`src/rtl/lsu_if.sv`:
```
// Bundle of ex-side op, data-memory bus, writeback and fault signals around the load/store unit.
interface lsu_if #(
    parameter int unsigned XLEN = 32
);
    logic            ex_valid;
    logic            ex_read_en;
    logic            ex_write_en;
    logic [2:0]      ex_funct3;
    logic [XLEN-1:0] ex_addr;
    logic [XLEN-1:0] ex_write_data;
    logic [4:0]      ex_rd;
    logic            stall;
    logic            dmem_req;
    logic            dmem_we;
    logic [XLEN-1:0] dmem_addr;
    logic [3:0]      dmem_wstrb;
    logic [XLEN-1:0] dmem_wdata;
    logic            dmem_ack;
    logic [XLEN-1:0] dmem_rdata;
    logic            wb_valid;
    logic [4:0]      wb_rd;
    logic [XLEN-1:0] wb_data;
    logic            fault;
    logic [1:0]      fault_cause;
    logic [XLEN-1:0] fault_addr;

    modport slave (
        input  ex_valid, ex_read_en, ex_write_en, ex_funct3, ex_addr, ex_write_data, ex_rd,
        input  dmem_ack, dmem_rdata,
        output stall, dmem_req, dmem_we, dmem_addr, dmem_wstrb, dmem_wdata,
        output wb_valid, wb_rd, wb_data, fault, fault_cause, fault_addr
    );

    modport master (
        output ex_valid, ex_read_en, ex_write_en, ex_funct3, ex_addr, ex_write_data, ex_rd,
        output dmem_ack, dmem_rdata,
        input  stall, dmem_req, dmem_we, dmem_addr, dmem_wstrb, dmem_wdata,
        input  wb_valid, wb_rd, wb_data, fault, fault_cause, fault_addr
    );
endinterface

```
`src/rtl/lsu.sv`:
```
// Load/store unit: accepts one memory op from ex, runs a req/ack bus access with timeout,
// formats load data for writeback and reports misaligned/illegal/timeout faults.
module lsu #(
    parameter int unsigned XLEN    = 32,
    parameter int unsigned TIMEOUT = 15
) (
    input  logic  clk,
    input  logic  rst,
    lsu_if.slave  bus
);
    localparam int unsigned CNT_W = 8;

    typedef enum logic {IDLE = 1'b0, BUSY = 1'b1} state_e;

    typedef struct packed {
        logic [XLEN-1:0] addr;
        logic [2:0]      funct3;
        logic [4:0]      rd;
        logic            is_load;
    } op_t;

    state_e          state_q, state_d;
    logic [CNT_W-1:0] cnt_q, cnt_d;
    op_t             op_q, op_d;
    logic            req_q, req_d;
    logic            we_q, we_d;
    logic [XLEN-1:0] daddr_q, daddr_d;
    logic [3:0]      wstrb_q, wstrb_d;
    logic [XLEN-1:0] wdata_q, wdata_d;
    logic            wb_valid_q, wb_valid_d;
    logic [4:0]      wb_rd_q, wb_rd_d;
    logic [XLEN-1:0] wb_data_q, wb_data_d;
    logic            fault_q, fault_d;
    logic [1:0]      cause_q, cause_d;
    logic [XLEN-1:0] faddr_q, faddr_d;

    logic            accept, illegal, misaligned, legal;
    logic [XLEN-1:0] shifted, load_data;

    // Accept qualification; illegal size takes precedence over misalignment.
    always_comb begin
        accept     = (state_q == IDLE) && bus.ex_valid && (bus.ex_read_en || bus.ex_write_en);
        illegal    = (bus.ex_funct3 == 3'b011) || (bus.ex_funct3[2:1] == 2'b11) ||
                     (bus.ex_write_en && bus.ex_funct3[2]);
        misaligned = ((bus.ex_funct3[1:0] == 2'b01) && bus.ex_addr[0]) ||
                     ((bus.ex_funct3[1:0] == 2'b10) && (bus.ex_addr[1:0] != 2'b00));
        legal      = accept && !illegal && !misaligned;
    end

    assign bus.stall = legal || ((state_q == BUSY) && !bus.dmem_ack);

    // Lane select and sign/zero extension of returned load data.
    always_comb begin
        shifted = bus.dmem_rdata >> {op_q.addr[1:0], 3'b000};
        case (op_q.funct3)
            3'b000:  load_data = {{(XLEN-8){shifted[7]}}, shifted[7:0]};
            3'b100:  load_data = {{(XLEN-8){1'b0}}, shifted[7:0]};
            3'b001:  load_data = {{(XLEN-16){shifted[15]}}, shifted[15:0]};
            3'b101:  load_data = {{(XLEN-16){1'b0}}, shifted[15:0]};
            default: load_data = bus.dmem_rdata;
        endcase
    end

    always_comb begin
        state_d    = state_q;
        cnt_d      = cnt_q;
        op_d       = op_q;
        req_d      = req_q;
        we_d       = we_q;
        daddr_d    = daddr_q;
        wstrb_d    = wstrb_q;
        wdata_d    = wdata_q;
        wb_valid_d = 1'b0;
        wb_rd_d    = wb_rd_q;
        wb_data_d  = wb_data_q;
        fault_d    = 1'b0;
        cause_d    = cause_q;
        faddr_d    = faddr_q;
        case (state_q)
            IDLE: begin
                if (accept && illegal) begin
                    fault_d = 1'b1;
                    cause_d = 2'b10;
                    faddr_d = bus.ex_addr;
                end else if (accept && misaligned) begin
                    fault_d = 1'b1;
                    cause_d = 2'b01;
                    faddr_d = bus.ex_addr;
                end else if (accept) begin
                    state_d = BUSY;
                    cnt_d   = '0;
                    op_d    = '{addr: bus.ex_addr, funct3: bus.ex_funct3, rd: bus.ex_rd,
                                is_load: !bus.ex_write_en};
                    req_d   = 1'b1;
                    we_d    = bus.ex_write_en;
                    daddr_d = {bus.ex_addr[XLEN-1:2], 2'b00};
                    wstrb_d = 4'b0000;
                    wdata_d = '0;
                    if (bus.ex_write_en) begin
                        case (bus.ex_funct3[1:0])
                            2'b00: begin
                                wstrb_d = 4'b0001 << bus.ex_addr[1:0];
                                wdata_d = {(XLEN/8){bus.ex_write_data[7:0]}};
                            end
                            2'b01: begin
                                wstrb_d = 4'b0011 << bus.ex_addr[1:0];
                                wdata_d = {(XLEN/16){bus.ex_write_data[15:0]}};
                            end
                            default: begin
                                wstrb_d = 4'b1111;
                                wdata_d = bus.ex_write_data;
                            end
                        endcase
                    end
                end
            end
            BUSY: begin
                if (bus.dmem_ack) begin
                    state_d = IDLE;
                    req_d   = 1'b0;
                    if (op_q.is_load) begin
                        wb_valid_d = 1'b1;
                        wb_rd_d    = op_q.rd;
                        wb_data_d  = load_data;
                    end
                end else if (cnt_q == CNT_W'(TIMEOUT - 1)) begin
                    state_d = IDLE;
                    req_d   = 1'b0;
                    fault_d = 1'b1;
                    cause_d = 2'b11;
                    faddr_d = op_q.addr;
                end else begin
                    cnt_d = cnt_q + CNT_W'(1);
                end
            end
            default: state_d = IDLE;
        endcase
    end

    always_ff @(posedge clk or posedge rst) begin
        if (rst) begin
            state_q    <= IDLE;
            cnt_q      <= '0;
            op_q       <= '0;
            req_q      <= 1'b0;
            we_q       <= 1'b0;
            daddr_q    <= '0;
            wstrb_q    <= '0;
            wdata_q    <= '0;
            wb_valid_q <= 1'b0;
            wb_rd_q    <= '0;
            wb_data_q  <= '0;
            fault_q    <= 1'b0;
            cause_q    <= '0;
            faddr_q    <= '0;
        end else begin
            state_q    <= state_d;
            cnt_q      <= cnt_d;
            op_q       <= op_d;
            req_q      <= req_d;
            we_q       <= we_d;
            daddr_q    <= daddr_d;
            wstrb_q    <= wstrb_d;
            wdata_q    <= wdata_d;
            wb_valid_q <= wb_valid_d;
            wb_rd_q    <= wb_rd_d;
            wb_data_q  <= wb_data_d;
            fault_q    <= fault_d;
            cause_q    <= cause_d;
            faddr_q    <= faddr_d;
        end
    end

    assign bus.dmem_req    = req_q;
    assign bus.dmem_we     = we_q;
    assign bus.dmem_addr   = daddr_q;
    assign bus.dmem_wstrb  = wstrb_q;
    assign bus.dmem_wdata  = wdata_q;
    assign bus.wb_valid    = wb_valid_q;
    assign bus.wb_rd       = wb_rd_q;
    assign bus.wb_data     = wb_data_q;
    assign bus.fault       = fault_q;
    assign bus.fault_cause = cause_q;
    assign bus.fault_addr  = faddr_q;
endmodule
```
`src/flat_wrapper.sv`:
```
// flat-port wrapper written by rule: the top's interface ports become plain ports
module lsu_flat 
#(
    parameter int unsigned XLEN    = 32,
    parameter int unsigned TIMEOUT = 15
)
  (clk, rst, bus_ex_valid, bus_ex_read_en, bus_ex_write_en, bus_ex_funct3, bus_ex_addr, bus_ex_write_data, bus_ex_rd, bus_dmem_ack, bus_dmem_rdata, bus_stall, bus_dmem_req, bus_dmem_we, bus_dmem_addr, bus_dmem_wstrb, bus_dmem_wdata, bus_wb_valid, bus_wb_rd, bus_wb_data, bus_fault, bus_fault_cause, bus_fault_addr);
  lsu_if #(.XLEN(XLEN)) bus_i ();
  input  logic clk;
  input  logic rst;
  input wire logic [$bits(bus_i.ex_valid)-1:0] bus_ex_valid;
  input wire logic [$bits(bus_i.ex_read_en)-1:0] bus_ex_read_en;
  input wire logic [$bits(bus_i.ex_write_en)-1:0] bus_ex_write_en;
  input wire logic [$bits(bus_i.ex_funct3)-1:0] bus_ex_funct3;
  input wire logic [$bits(bus_i.ex_addr)-1:0] bus_ex_addr;
  input wire logic [$bits(bus_i.ex_write_data)-1:0] bus_ex_write_data;
  input wire logic [$bits(bus_i.ex_rd)-1:0] bus_ex_rd;
  input wire logic [$bits(bus_i.dmem_ack)-1:0] bus_dmem_ack;
  input wire logic [$bits(bus_i.dmem_rdata)-1:0] bus_dmem_rdata;
  output wire logic [$bits(bus_i.stall)-1:0] bus_stall;
  output wire logic [$bits(bus_i.dmem_req)-1:0] bus_dmem_req;
  output wire logic [$bits(bus_i.dmem_we)-1:0] bus_dmem_we;
  output wire logic [$bits(bus_i.dmem_addr)-1:0] bus_dmem_addr;
  output wire logic [$bits(bus_i.dmem_wstrb)-1:0] bus_dmem_wstrb;
  output wire logic [$bits(bus_i.dmem_wdata)-1:0] bus_dmem_wdata;
  output wire logic [$bits(bus_i.wb_valid)-1:0] bus_wb_valid;
  output wire logic [$bits(bus_i.wb_rd)-1:0] bus_wb_rd;
  output wire logic [$bits(bus_i.wb_data)-1:0] bus_wb_data;
  output wire logic [$bits(bus_i.fault)-1:0] bus_fault;
  output wire logic [$bits(bus_i.fault_cause)-1:0] bus_fault_cause;
  output wire logic [$bits(bus_i.fault_addr)-1:0] bus_fault_addr;
  assign bus_i.ex_valid = bus_ex_valid;
  assign bus_i.ex_read_en = bus_ex_read_en;
  assign bus_i.ex_write_en = bus_ex_write_en;
  assign bus_i.ex_funct3 = bus_ex_funct3;
  assign bus_i.ex_addr = bus_ex_addr;
  assign bus_i.ex_write_data = bus_ex_write_data;
  assign bus_i.ex_rd = bus_ex_rd;
  assign bus_i.dmem_ack = bus_dmem_ack;
  assign bus_i.dmem_rdata = bus_dmem_rdata;
  assign bus_stall = bus_i.stall;
  assign bus_dmem_req = bus_i.dmem_req;
  assign bus_dmem_we = bus_i.dmem_we;
  assign bus_dmem_addr = bus_i.dmem_addr;
  assign bus_dmem_wstrb = bus_i.dmem_wstrb;
  assign bus_dmem_wdata = bus_i.dmem_wdata;
  assign bus_wb_valid = bus_i.wb_valid;
  assign bus_wb_rd = bus_i.wb_rd;
  assign bus_wb_data = bus_i.wb_data;
  assign bus_fault = bus_i.fault;
  assign bus_fault_cause = bus_i.fault_cause;
  assign bus_fault_addr = bus_i.fault_addr;
  lsu #(.XLEN(XLEN), .TIMEOUT(TIMEOUT)) u_core (.clk(clk), .rst(rst), .bus(bus_i));
endmodule
```
`config.mk`:
```
export PLATFORM = sky130hd
export DESIGN_NAME = lsu_flat
export DESIGN_NICKNAME = d
export VERILOG_FILES = /design/src/rtl/lsu_if.sv /design/src/rtl/lsu.sv /design/src/flat_wrapper.sv
export SDC_FILE = /design/constraint.sdc
export NUM_CORES = 1
export LEC_CHECK = 0
export ABC_AREA = 1
export ABC_CLOCK_PERIOD_IN_PS = 4200
export BUFFER_PORTS_ARGS = -buffer_cell sky130_fd_sc_hd__buf_2
export CORE_MARGIN = 1
export CORE_UTILIZATION = 40
export DETAILED_ROUTE_END_ITERATION = 10
export MAX_ROUTING_LAYER = met4
export PLACE_DENSITY_LB_ADDON = 0.05
export SYNTH_ARGS = -nofsm -noshare
export SYNTH_HDL_FRONTEND = slang
export SYNTH_SLANG_ARGS = --single-unit
```
`constraint.sdc`:
```
create_clock -name clk -period 4.2 [get_ports clk]
set_clock_uncertainty 0.05 [all_clocks]
set_input_delay 0.21 -clock clk [delete_from_list [all_inputs] [get_ports clk]]
set_output_delay 0.21 -clock clk [all_outputs]
set_load 0.005 [all_outputs]
```
After elaboration in Yosys (flattened, before gate mapping)
Index checks and enable logic that the tools add are counted.
{ "word_totals": {"ff_bits": 191, "in_bits": 110, "output_inout_bits": 144, "wordCells": 108} }
{ "op_classes": {"n_addsub": 1, "n_eq_ne": 16, "shifts": 3, "mux": 41, "n_bitwise": 3, "reduce_logical": 27} }
{ "ops": {"columns": ["cell", "n"], "rows": [
  ["32-bit 2-to-1 mux", 5],
  ["32-bit case mux with 2 select lines", 2],
  ["32-bit case mux with 4 select lines", 1],
  ["8-bit 2-to-1 mux", 5],
  ["32-bit by 5-bit >> shifter with 16-bit output", 1],
  ["1-bit 2-to-1 mux", 17],
  ["8-bit case mux with 2 select lines", 1],
  ["1-bit logical AND", 10],
  ["2-bit inequality test, second input constant", 5],
  ["8-bit by 1-bit adder with 8-bit output, second input constant", 1],
  ["8-bit by 4-bit equality test with 1-bit output, second input constant", 1],
  ["2-bit 2-to-1 mux", 4],
  ["4-bit case mux with 2 select lines", 1],
  ["4-bit AND reduction", 2],
  ["3-bit equality test, second input constant", 2],
  ["3-bit inequality test, second input constant", 2],
  ["1-bit case mux with 2 select lines", 3],
  ["3-bit AND reduction", 2],
  ["1-bit logical OR", 5],
  ["5-bit AND reduction", 1],
  ["2-bit equality test, second input constant", 2],
  ["1-bit zero test", 4],
  ["4-bit 2-to-1 mux", 1],
  ["2-bit case mux with 2 select lines", 1],
  ["10 further kinds", 12]
]} }

Longest topological paths before layout
Gate-level depths: netlist of the first run.
{ "depth": {"depth_word": 7, "depth_mapped": 10, "ltp_nobuf": 9} }

Worst setup path after synthesis of the first run
Ideal clock, no wire load.
{ "synth_path": {"kind": "reg-to-reg", "from": "reg u_core.cnt_q[0]", "to": "reg u_core.faddr_q[0] (netlist: u_core.bus.fault_addr[0])", "setup_time_ns": 0.118, "t_arrival_ns": 1.372, "t_required_ns": 4.032, "setup_slack_ns": 2.660, "stages_incl_launch_ff": 9, "path_cell_list": "dfrtp_1 -> inv_1 -> ha_1 -> nand3_1 -> nor2_1 -> nand3b_1 -> clkbuf_1 -> nand3_1 -> nand2_1"} }
{ "synth_between": {"elab_chain_len": 3} }
{ "synth_lines": {"columns": ["element", "line_no", "source"], "rows": [
  ["start, declared", "lsu.sv:23", "logic [CNT_W-1:0] cnt_q, cnt_d;"],
  ["start signal, assigned", "lsu.sv:158", "cnt_q <= cnt_d;"],
  ["8-bit by 4-bit equality test with 1-bit output", "lsu.sv:126", "end else if (cnt_q == CNT_W'(TIMEOUT - 1)) begin"],
  ["2-bit inequality test (no source line)", null, null],
  ["3-bit AND reduction (no source line)", null, null],
  ["end signal, assigned", "lsu.sv:170", "faddr_q <= faddr_d;"],
  ["end, declared", "lsu.sv:35", "logic [XLEN-1:0] faddr_q, faddr_d;"]
]} }
No other way between the ends.
A chain may end at the register's enable or synchronous reset.

Worst setup path in the final report of the first run
{ "layout_path": {"from": "reg u_core.op_q[9] (netlist name)", "to": "reg u_core.wb_data_q[25] (netlist: u_core.bus.wb_data[25])"} }
{ "layout_between": {"elab_chain_len": 2} }
{ "layout_lines": {"columns": ["element", "line_no", "source"], "rows": [
  ["start, declared", "lsu.sv:24", "op_t op_q, op_d;"],
  ["start signal, assigned", "lsu.sv:159", "op_q <= op_d;"],
  ["32-bit by 5-bit >> shifter with 16-bit output", "lsu.sv:54", "shifted = bus.dmem_rdata >> {op_q.addr[1:0], 3'b000};"],
  ["32-bit case mux with 4 select lines", "lsu.sv:55", "case (op_q.funct3)"],
  ["end signal, assigned", "lsu.sv:167", "wb_data_q <= wb_data_d;"],
  ["end, declared", "lsu.sv:32", "logic [XLEN-1:0] wb_data_q, wb_data_d;"]
]} }
No other way between the ends.

==> flow_results.org, run 1 <==
** STA
- Setup repair after global routing left no endpoint under its margin.
- Setup slack after layout :: between 1000 and 1500 ps
- Slew at the pin with the worst max-slew slack :: 980 ps
- Post-route setup TNS :: 0 ps
- Slew HR :: 34.4%
- Setup violations remaining at the end of the flow were counted as 0.
- Hold slack final :: between 8 and 9 ps
- Final-report max-slew violation count :: 0
- Static timing analysis puts the maximum clock frequency at approximately 360 MHz.
- Post-route minimum period :: 2780 ps
- The final-report hold violation count is 0.
- Period utilization :: 66.3%

** Finish
- Core utilization of the finished layout :: 52.1%
- Of the cells placed in the final design, the portion with a size suffix greater than 1 is 25.0%.
- 0 antenna diodes ended up in the layout.
- Fill cells in the final layout number 1992.
- Final standard cell area without fillers :: slightly above 10000 um^2
- The final layout contains 1396 nets.
- Post-route non-filler standard cell count :: 1562
- Area overhead of the layout relative to synthesis :: 27.0%

** Floorplan
- The floorplan has 51 rows.
- The floorplan step defined a core boundary enclosing just under 20000 um^2.
- Io pins :: approximately 250
- Die X :: between 100 and 150 um
- Full die area :: 20700 um^2
- Die height :: 144 um
- The initial utilization of the core area, before any placement, comes to between 40% and 50%.

** Clock network
- Level count of the clock H-tree :: 4
- The clock reaches the later pin of the worst-skew pair after 420 ps.
- TritonCTS sink count :: roughly 160
- Number of setup buffers added after CTS :: 0
- Number of CTS-inserted buffers :: 17
- TritonCTS built the clock tree.
- Clk buf depth :: 2
- CTS placed an instance of sky130_fd_sc_hd__clkbuf_16 at the clock tree root.
- After clock tree synthesis, the clock-pin slew on the worst setup and hold paths is 60 ps.

** GRT
- Met2 track demand over resource :: 36.3%
- For this run the aggregate overflow at the end of global routing stands at 0.
- Global routing met1 resource utilization :: 30.0%
- The via count of the first global-routing pass came to 6943.
- The initial antenna violation count came to 0.
- Entering global routing, the biggest net connects 73 pins.
- Global-route wire length before repair :: 35900 um
- The global routing stage identified its most utilized layer as met2.
- Global routing used 23.3% of the available tracks.
- Global routing consumed, on the met3 layer, roughly 5.7% of the routing resources.

** Worst hold path
- Path category of the worst min-delay check :: primary input to register
- Along the worst hold path, the cell count comes to 3.
- Hold EP :: u_core.op_q[10]
- The startpoint identified for the worst hold timing path is bus_ex_addr[1].

** Detailed routing
- The final route contains 7359 vias.
- In the routed layout, each cell is associated on average with a via count of 4.71.
- Wirelength per Cell :: 14.5 um
- In this run, the number of DRC markers left after iteration 0 of detailed routing was 341.
- Drt drc :: 0
- Post-route antenna net violation count :: 0
- Post-detailed-routing wire length :: 22600 um
- Length of the first detailed-routing pass in iterations :: 5

** Place
- Summing all placed instances gives a cell area of 9240 um^2.
- In this run the tool buffered the top-level ports with approximately 250 buffer cells.
- Summed over all nets, the half-perimeter wirelength after detailed placement is 15900 um.
- Once placement completed, the tool counted placed cells totaling 1493.
- Prior to clock tree synthesis, the placed netlist has a worst setup slack of 1190 ps.
- The congestion estimate from routability-driven global placement came to 0.838.

** Pwr
- For this design the ratio of total power to cell area is 543 nW/um^2.
- For this design the static power due to leakage is 5.57 nW.
- VDD sags by at most 0.000308 V.
- Total power for the finished layout comes to 5.55 mW.

** Setup path
- Crit path required time :: around 4500 ps
- Setup slack of the worst register-to-register path :: between 1000 and 1500 ps
- Critical path data arrival time :: 3050 ps
- Nature of the critical path startpoint :: register
- The startpoint identified for the worst register-to-register timing path is u_core.op_q[9].
- For the worst flop-to-flop path, the logic depth is 7.
- Critical Path End Type :: register
- In this run the worst path has a maximum fanout of 29.
- Critical path class :: register to register
- The endpoint identified for the worst register-to-register timing path is u_core.bus.wb_data[25].

** Synthesis
- The biggest area contributor in the post-synthesis netlist is sky130_fd_sc_hd__dfrtp_1.
- Sequential elements use 50.1% of the synthesized area.
- Yosys mapped the design onto 31 distinct sky130hd cell types.
- Synthesized area divided by synthesized cell count :: ~7.6 um^2
- Cell types with the largest area share after synthesis :: sky130_fd_sc_hd__dfrtp_1, sky130_fd_sc_hd__nand2_1, sky130_fd_sc_hd__o21ai_0, sky130_fd_sc_hd__nand3_1, sky130_fd_sc_hd__inv_1
- After technology mapping, the gate count stands at 1054.
- Summed over its instances, the top area cell type makes up 50.1% of the synthesized netlist area.
- For this run, asynchronously set or reset flops after synthesis account for 100%.
- Area of the mapped netlist :: around 8000 um^2
- The synthesized design contains 0 enable-type register cells.
- Top post-synthesis cells by count :: sky130_fd_sc_hd__nand2_1, sky130_fd_sc_hd__dfrtp_1, sky130_fd_sc_hd__inv_1
- Prevailing post-synth register cell :: sky130_fd_sc_hd__dfrtp_1
- Synthesis inferred between 150 and 200 register bits.
- Number of warning messages in the yosys log :: 0
- Yosys instantiated no cell more often than sky130_fd_sc_hd__nand2_1.

** Run status
- Status :: finished clean

** Flow run
- Count of max-cap constraint violations :: 0
where the power goes:
part | total (mW) | internal (mW) | switching [mW]
logic | 1.62 | 0.730 | 0.887
clock network | 1.59 | 0.918 | 0.676
registers | 2.34 | 2.03 | 0.309
total | 5.55 | 3.68 | 1.87
worst max-delay path by stage:
stage | slack [ps] | from | end | cells past startpoint
after CTS | 1350 | u_core.state_q | u_core.bus.dmem_wstrb[3] | 9
final | 1420 | u_core.op_q[9] | u_core.bus.wb_data[25] | 7
after global placement | 1270 | bus_ex_funct3[1] | u_core.bus.dmem_wdata[25] | 9
after global routing | 1000 | u_core.state_q | u_core.bus.dmem_wdata[25] | 9
after floorplan | 1900 | rst | u_core.bus.dmem_addr[31] | 1
after detailed placement | 1190 | bus_ex_funct3[1] | u_core.bus.dmem_wdata[29] | 9
cell usage in the layout (no fill, tap or decap), types with 24 or more instances in the layout:
master                          synthesis  routed
sky130_fd_sc_hd__a21oi_1               45      45
sky130_fd_sc_hd__o21ai_1               45      45
sky130_fd_sc_hd__dfrtp_1              161     161
sky130_fd_sc_hd__inv_1                100      99
sky130_fd_sc_hd__nor2_1                24      24
sky130_fd_sc_hd__o21ai_0               98      98
sky130_fd_sc_hd__buf_2                 24     251
sky130_fd_sc_hd__dlygate4sd3_1          0      37
sky130_fd_sc_hd__nand3_1               77      76
sky130_fd_sc_hd__nand2_1              366     366
critical path, stage by stage (launching register included):
cell and delay, ps:
sky130_fd_sc_hd__dfrtp_1 870, sky130_fd_sc_hd__inv_1 420, sky130_fd_sc_hd__nand2_1 150, sky130_fd_sc_hd__nand3_1 90, sky130_fd_sc_hd__nand3_1 750, sky130_fd_sc_hd__nand3_1 180
sky130_fd_sc_hd__nand2_1 120, sky130_fd_sc_hd__inv_1 40
layout make-up:
class	count	area (um^2)	share of cell area, %
clock buffers	19	453	4.43
clock inverters	13	150	1.47
inverters	103	390	3.82
multi-input cells	703	3150	30.8
flip-flops and latches	161	4030	39.4
well taps	265	332	3.25
repair buffers	298	1710	16.8
metal layers:
| layer | routed length (um) | up-vias | part of all wire (%) |
|---|---|---|---|
| met3 | 1260 | 25 | 5.6 |
| li1 | - | 3772 | - |
| met1 | 10300 | 3361 | 46 |
| met2 | 10700 | 201 | 47 |
| met4 | 352 | 0 | 1.6 |
| met5 | 0 | - | 0 |
cells by family after synthesis:
| kind of cell | synth area share (%) |
|---|---|
| other | 0.0466 |
| buffers and inverters | 11.0 |
| adder cells (fa/ha/maj) | 0.311 |
| AND/OR/NAND/NOR | 25.5 |
| AO/OA/AOI/OAI | 13.1 |
| flip-flops | 50.1 |
registers in the layout, summed over array words and instances, names as in the netlist, 2 cells and up:
signal                  count
u_core.cnt_q                8
u_core.bus.fault_addr      32
u_core.bus.dmem_wstrb       4
u_core.bus.fault_cause      2
u_core.bus.wb_data         32
u_core.bus.dmem_wdata      32
u_core.bus.wb_rd            5
u_core.op_q                40
repair_timing:
action | 4_1_cts | 5_1_grt
hold buffers | 37 | 0
resized for setup | 0 | 0
hold endpoints to repair | 72 | 0
No activity file was read; power rests on OpenSTA's default activity.
==> run 2, diff against run 1 <==
--- a/config.mk
+++ b/config.mk
@@ -6,7 +6,7 @@
 export NUM_CORES = 1
 export LEC_CHECK = 0
 export ABC_AREA = 1
-export ABC_CLOCK_PERIOD_IN_PS = 4200
+export ABC_CLOCK_PERIOD_IN_PS = 2800
 export BUFFER_PORTS_ARGS = -buffer_cell sky130_fd_sc_hd__buf_2
 export CORE_MARGIN = 1
 export CORE_UTILIZATION = 40
==> constraint.sdc (replaced) <==
create_clock -name clk -period 2.8 [get_ports clk]
set_clock_uncertainty 0.05 [all_clocks]
set_input_delay 0.14 -clock clk [delete_from_list [all_inputs] [get_ports clk]]
set_output_delay 0.14 -clock clk [all_outputs]
set_load 0.005 [all_outputs]
==> run 2 against run 1 <==
Net effect: die area is the same; critical endpoint is now bus_stall; non-clock buffer count increased by 42; clock-buffer cell count is 2 lower; first-iteration DRC count rose by 32%; sequential share of layout area fell by 1.6 points.
==> flow_results.org, run 2 (synthesis results as in run 1) <==
** Clock network
- The cell sitting at the root of the clock tree is a sky130_fd_sc_hd__clkbuf_16.
- Level count of the clock H-tree :: 4
- No sink is reached through more buffers than the 2 on the longest clock path.
- In this run, CTS created clock tree buffers numbering 17.
- Clock latency of the later-clocked register in the worst-skew pair :: 420 ps
- TritonCTS clock tree :: built
- TritonCTS sink count :: ~160
- Clock-pin slew was measured on the worst setup and hold paths at 70 ps.

** Detailed routing
- Post-detailed-routing wire length :: 23300 um
- After the first detailed-routing iteration, the DRC count stood at 449.
- Using the TritonRoute via totals, the vias-per-cell ratio works out to between 4 and 5.
- After detailed routing, the average wire length per cell comes to 14.5 um.
- Vias :: 7606
- Post-route antenna net violation count :: 0
- The pre-antenna-repair detailed-routing pass consisted of 5 iterations.
- In the routed design, unresolved DRC markers number 0.

** Setup path
- Counting cells, the worst reg-to-reg path comes to 7.
- Setup slack of the worst register-to-register path :: 680 ps
- Reg-to-reg startpoint :: u_core.state_q
- Critical Path End Type :: output port
- The critical path is of the primary input to output port type.
- In this run the critical register-to-register path is captured at u_core.bus.wb_data[6].
- Data on the critical path is required at its endpoint by 2610 ps.
- Data on the critical path arrives at its endpoint at 2040 ps.
- Maximum net fanout on the critical path :: 20
- Nature of the critical path startpoint :: primary input

** Worst hold path
- The path class of the tightest hold or removal check is primary input to register.
- The startpoint identified for the worst hold timing path is bus_ex_write_en.
- The worst hold path passes through 3 cells.
- The worst hold path terminates at u_core.bus.dmem_wdata[26].

** Finish
- Register name with the most flops :: u_core.op_q
- Leaving out fill and tap cells, the most frequent cell in the layout is sky130_fd_sc_hd__nand2_1.
- Area overhead of the layout relative to synthesis :: 32.5%
- Post-route non-filler standard cell count :: 1604
- Commonest cells after routing, fill and taps aside :: sky130_fd_sc_hd__nand2_1, sky130_fd_sc_hd__buf_2, sky130_fd_sc_hd__dfrtp_1, sky130_fd_sc_hd__inv_1, sky130_fd_sc_hd__o21ai_0
- At the end of the flow, the number of nets in the layout was about 1.4k.
- Antenna cell count :: 0
- The layout has just under 2k filler cells.
- Flip-flop count of the largest register, all copies and words added :: 40
- Fraction of final layout cells sized beyond drive strength 1 :: 24.8%

** Floorplan
- The die is between 100 and 150 um wide.
- Die height :: 144 um
- The initialized floorplan defines 51 standard-cell rows.
- 254 I/O pins were placed.
- Initial standard-cell utilization of the core :: 41.1%
- Core footprint :: 19600 um^2
- Full die area :: 20700 um^2

** Run status
- Status :: finished clean

** Pwr
- The analysis attributes to cell leakage a power of 5.77 nW.
- Dividing total power by cell area gives a power density of 795 nW/um^2.
- Max VDD drop :: 0.000439 V
- Overall power after layout :: between 8 and 9 mW

** STA
- Post-route minimum period :: approximately 2200 ps
- Hold violation count in the final report :: 0
- Setup total negative slack on the finished layout was measured at 0 ps.
- Number of setup violations in the final report :: 0
- Unrepaired setup endpoints after global routing :: false
- Slew at the pin with the worst max-slew slack :: 726 ps
- Setup slack after layout :: ~570 ps
- Slew HR :: between 50% and 60%
- Dividing the final minimum period by the clock period gives 79.6%.
- Static timing analysis puts the maximum clock frequency at 448 MHz.
- The count of final max-slew check failures is 0.

** Place
- OpenSTA, run right after detailed placement, puts the worst setup slack at around 860 ps.
- Routability Congestion :: approximately 0.87
- Counting tap cells, the placed design contains a total of 1501 instances.
- HPWL reported at the end of detailed placement :: 15900 um
- Port Buf Inserts :: 251

** GRT
- Antenna violations before repair :: 0
- The first global-routing pass estimated between 30000 and 40000 um of wire.
- The total overflow left after global routing is 0.
- Entering global routing, the biggest net connects 82 pins.
- In the global route stage, overall resource usage came out at a little under a quarter.
- The via count of the first global-routing pass came to 7143.

** Flow run
- Count of max-cap constraint violations :: 0
-- run 2: how the worst max path moves through the flow --
stage                          start                        to  slack, ps  cells after the start
finish              bus_ex_funct3[0]                 bus_stall        570                     10
global route        bus_ex_funct3[0]                 bus_stall        380                     10
CTS                 bus_ex_funct3[0]                 bus_stall        570                     10
detailed placement    u_core.op_q[9]    u_core.bus.wb_data[28]        860                      9
global placement      u_core.op_q[9]    u_core.bus.wb_data[26]        900                      9
floorplan                        rst  u_core.bus.dmem_addr[31]        570                      1
-- run 2: cell type report --
type | count | area (um^2) | area share [%]
clock buffers | 17 | 425 | 3.99
flip-flops and latches | 161 | 4030 | 37.8
repair buffers | 340 | 2140 | 20.1
inverters | 103 | 390 | 3.66
clock inverters | 15 | 191 | 1.80
multi-input cells | 703 | 3150 | 29.5
well taps | 265 | 332 | 3.11
-- run 2: per-layer routing --
layer,vias to the layer above,share of wire [%],global-route usage [%]
li1,3859,-,-
met2,219,47,37.6
met4,0,1.0,6.72
met1,3511,46,31.0
met5,-,0,-
met3,17,5.0,4.83
-- run 2: what timing repair did --
action / in CTS / in global routing
hold buffers: 71 / 0
setup buffers: 0 / 0
hold endpoints to repair: 241 / 0
resized for setup: 0 / 0
-- run 2: critical path: stages --
cell and delay, ps:
sky130_fd_sc_hd__dlygate4sd3_1 540, sky130_fd_sc_hd__buf_2 180, sky130_fd_sc_hd__inv_1 50, sky130_fd_sc_hd__nor2_1 140, sky130_fd_sc_hd__nand2_1 100, sky130_fd_sc_hd__nand2_1 200
sky130_fd_sc_hd__nor2_4 80, sky130_fd_sc_hd__inv_2 300, sky130_fd_sc_hd__nand2_1 130, sky130_fd_sc_hd__buf_2 170
-- run 2: where the power goes --
part | switching (mW) | internal, mW | leakage, nW | total, mW
registers | 0.435 | 3.05 | 2.02 | 3.48
logic | 1.38 | 1.15 | 3.45 | 2.53
clock network | 1.09 | 1.37 | 0.304 | 2.46
-- run 2: stage by stage --
step / cell area [um^2] / utilization, % / hold slack, ps
after global routing: 10700 / 54.4 / 30.8
after CTS: 10700 / 54.4 / 3.70
after floorplan: 8050 / - / 211
final: 10700 / 54.4 / 14.7
after detailed placement: 9330 / 47.6 / 14.3
after global placement: 9330 / 47.6 / 13.5
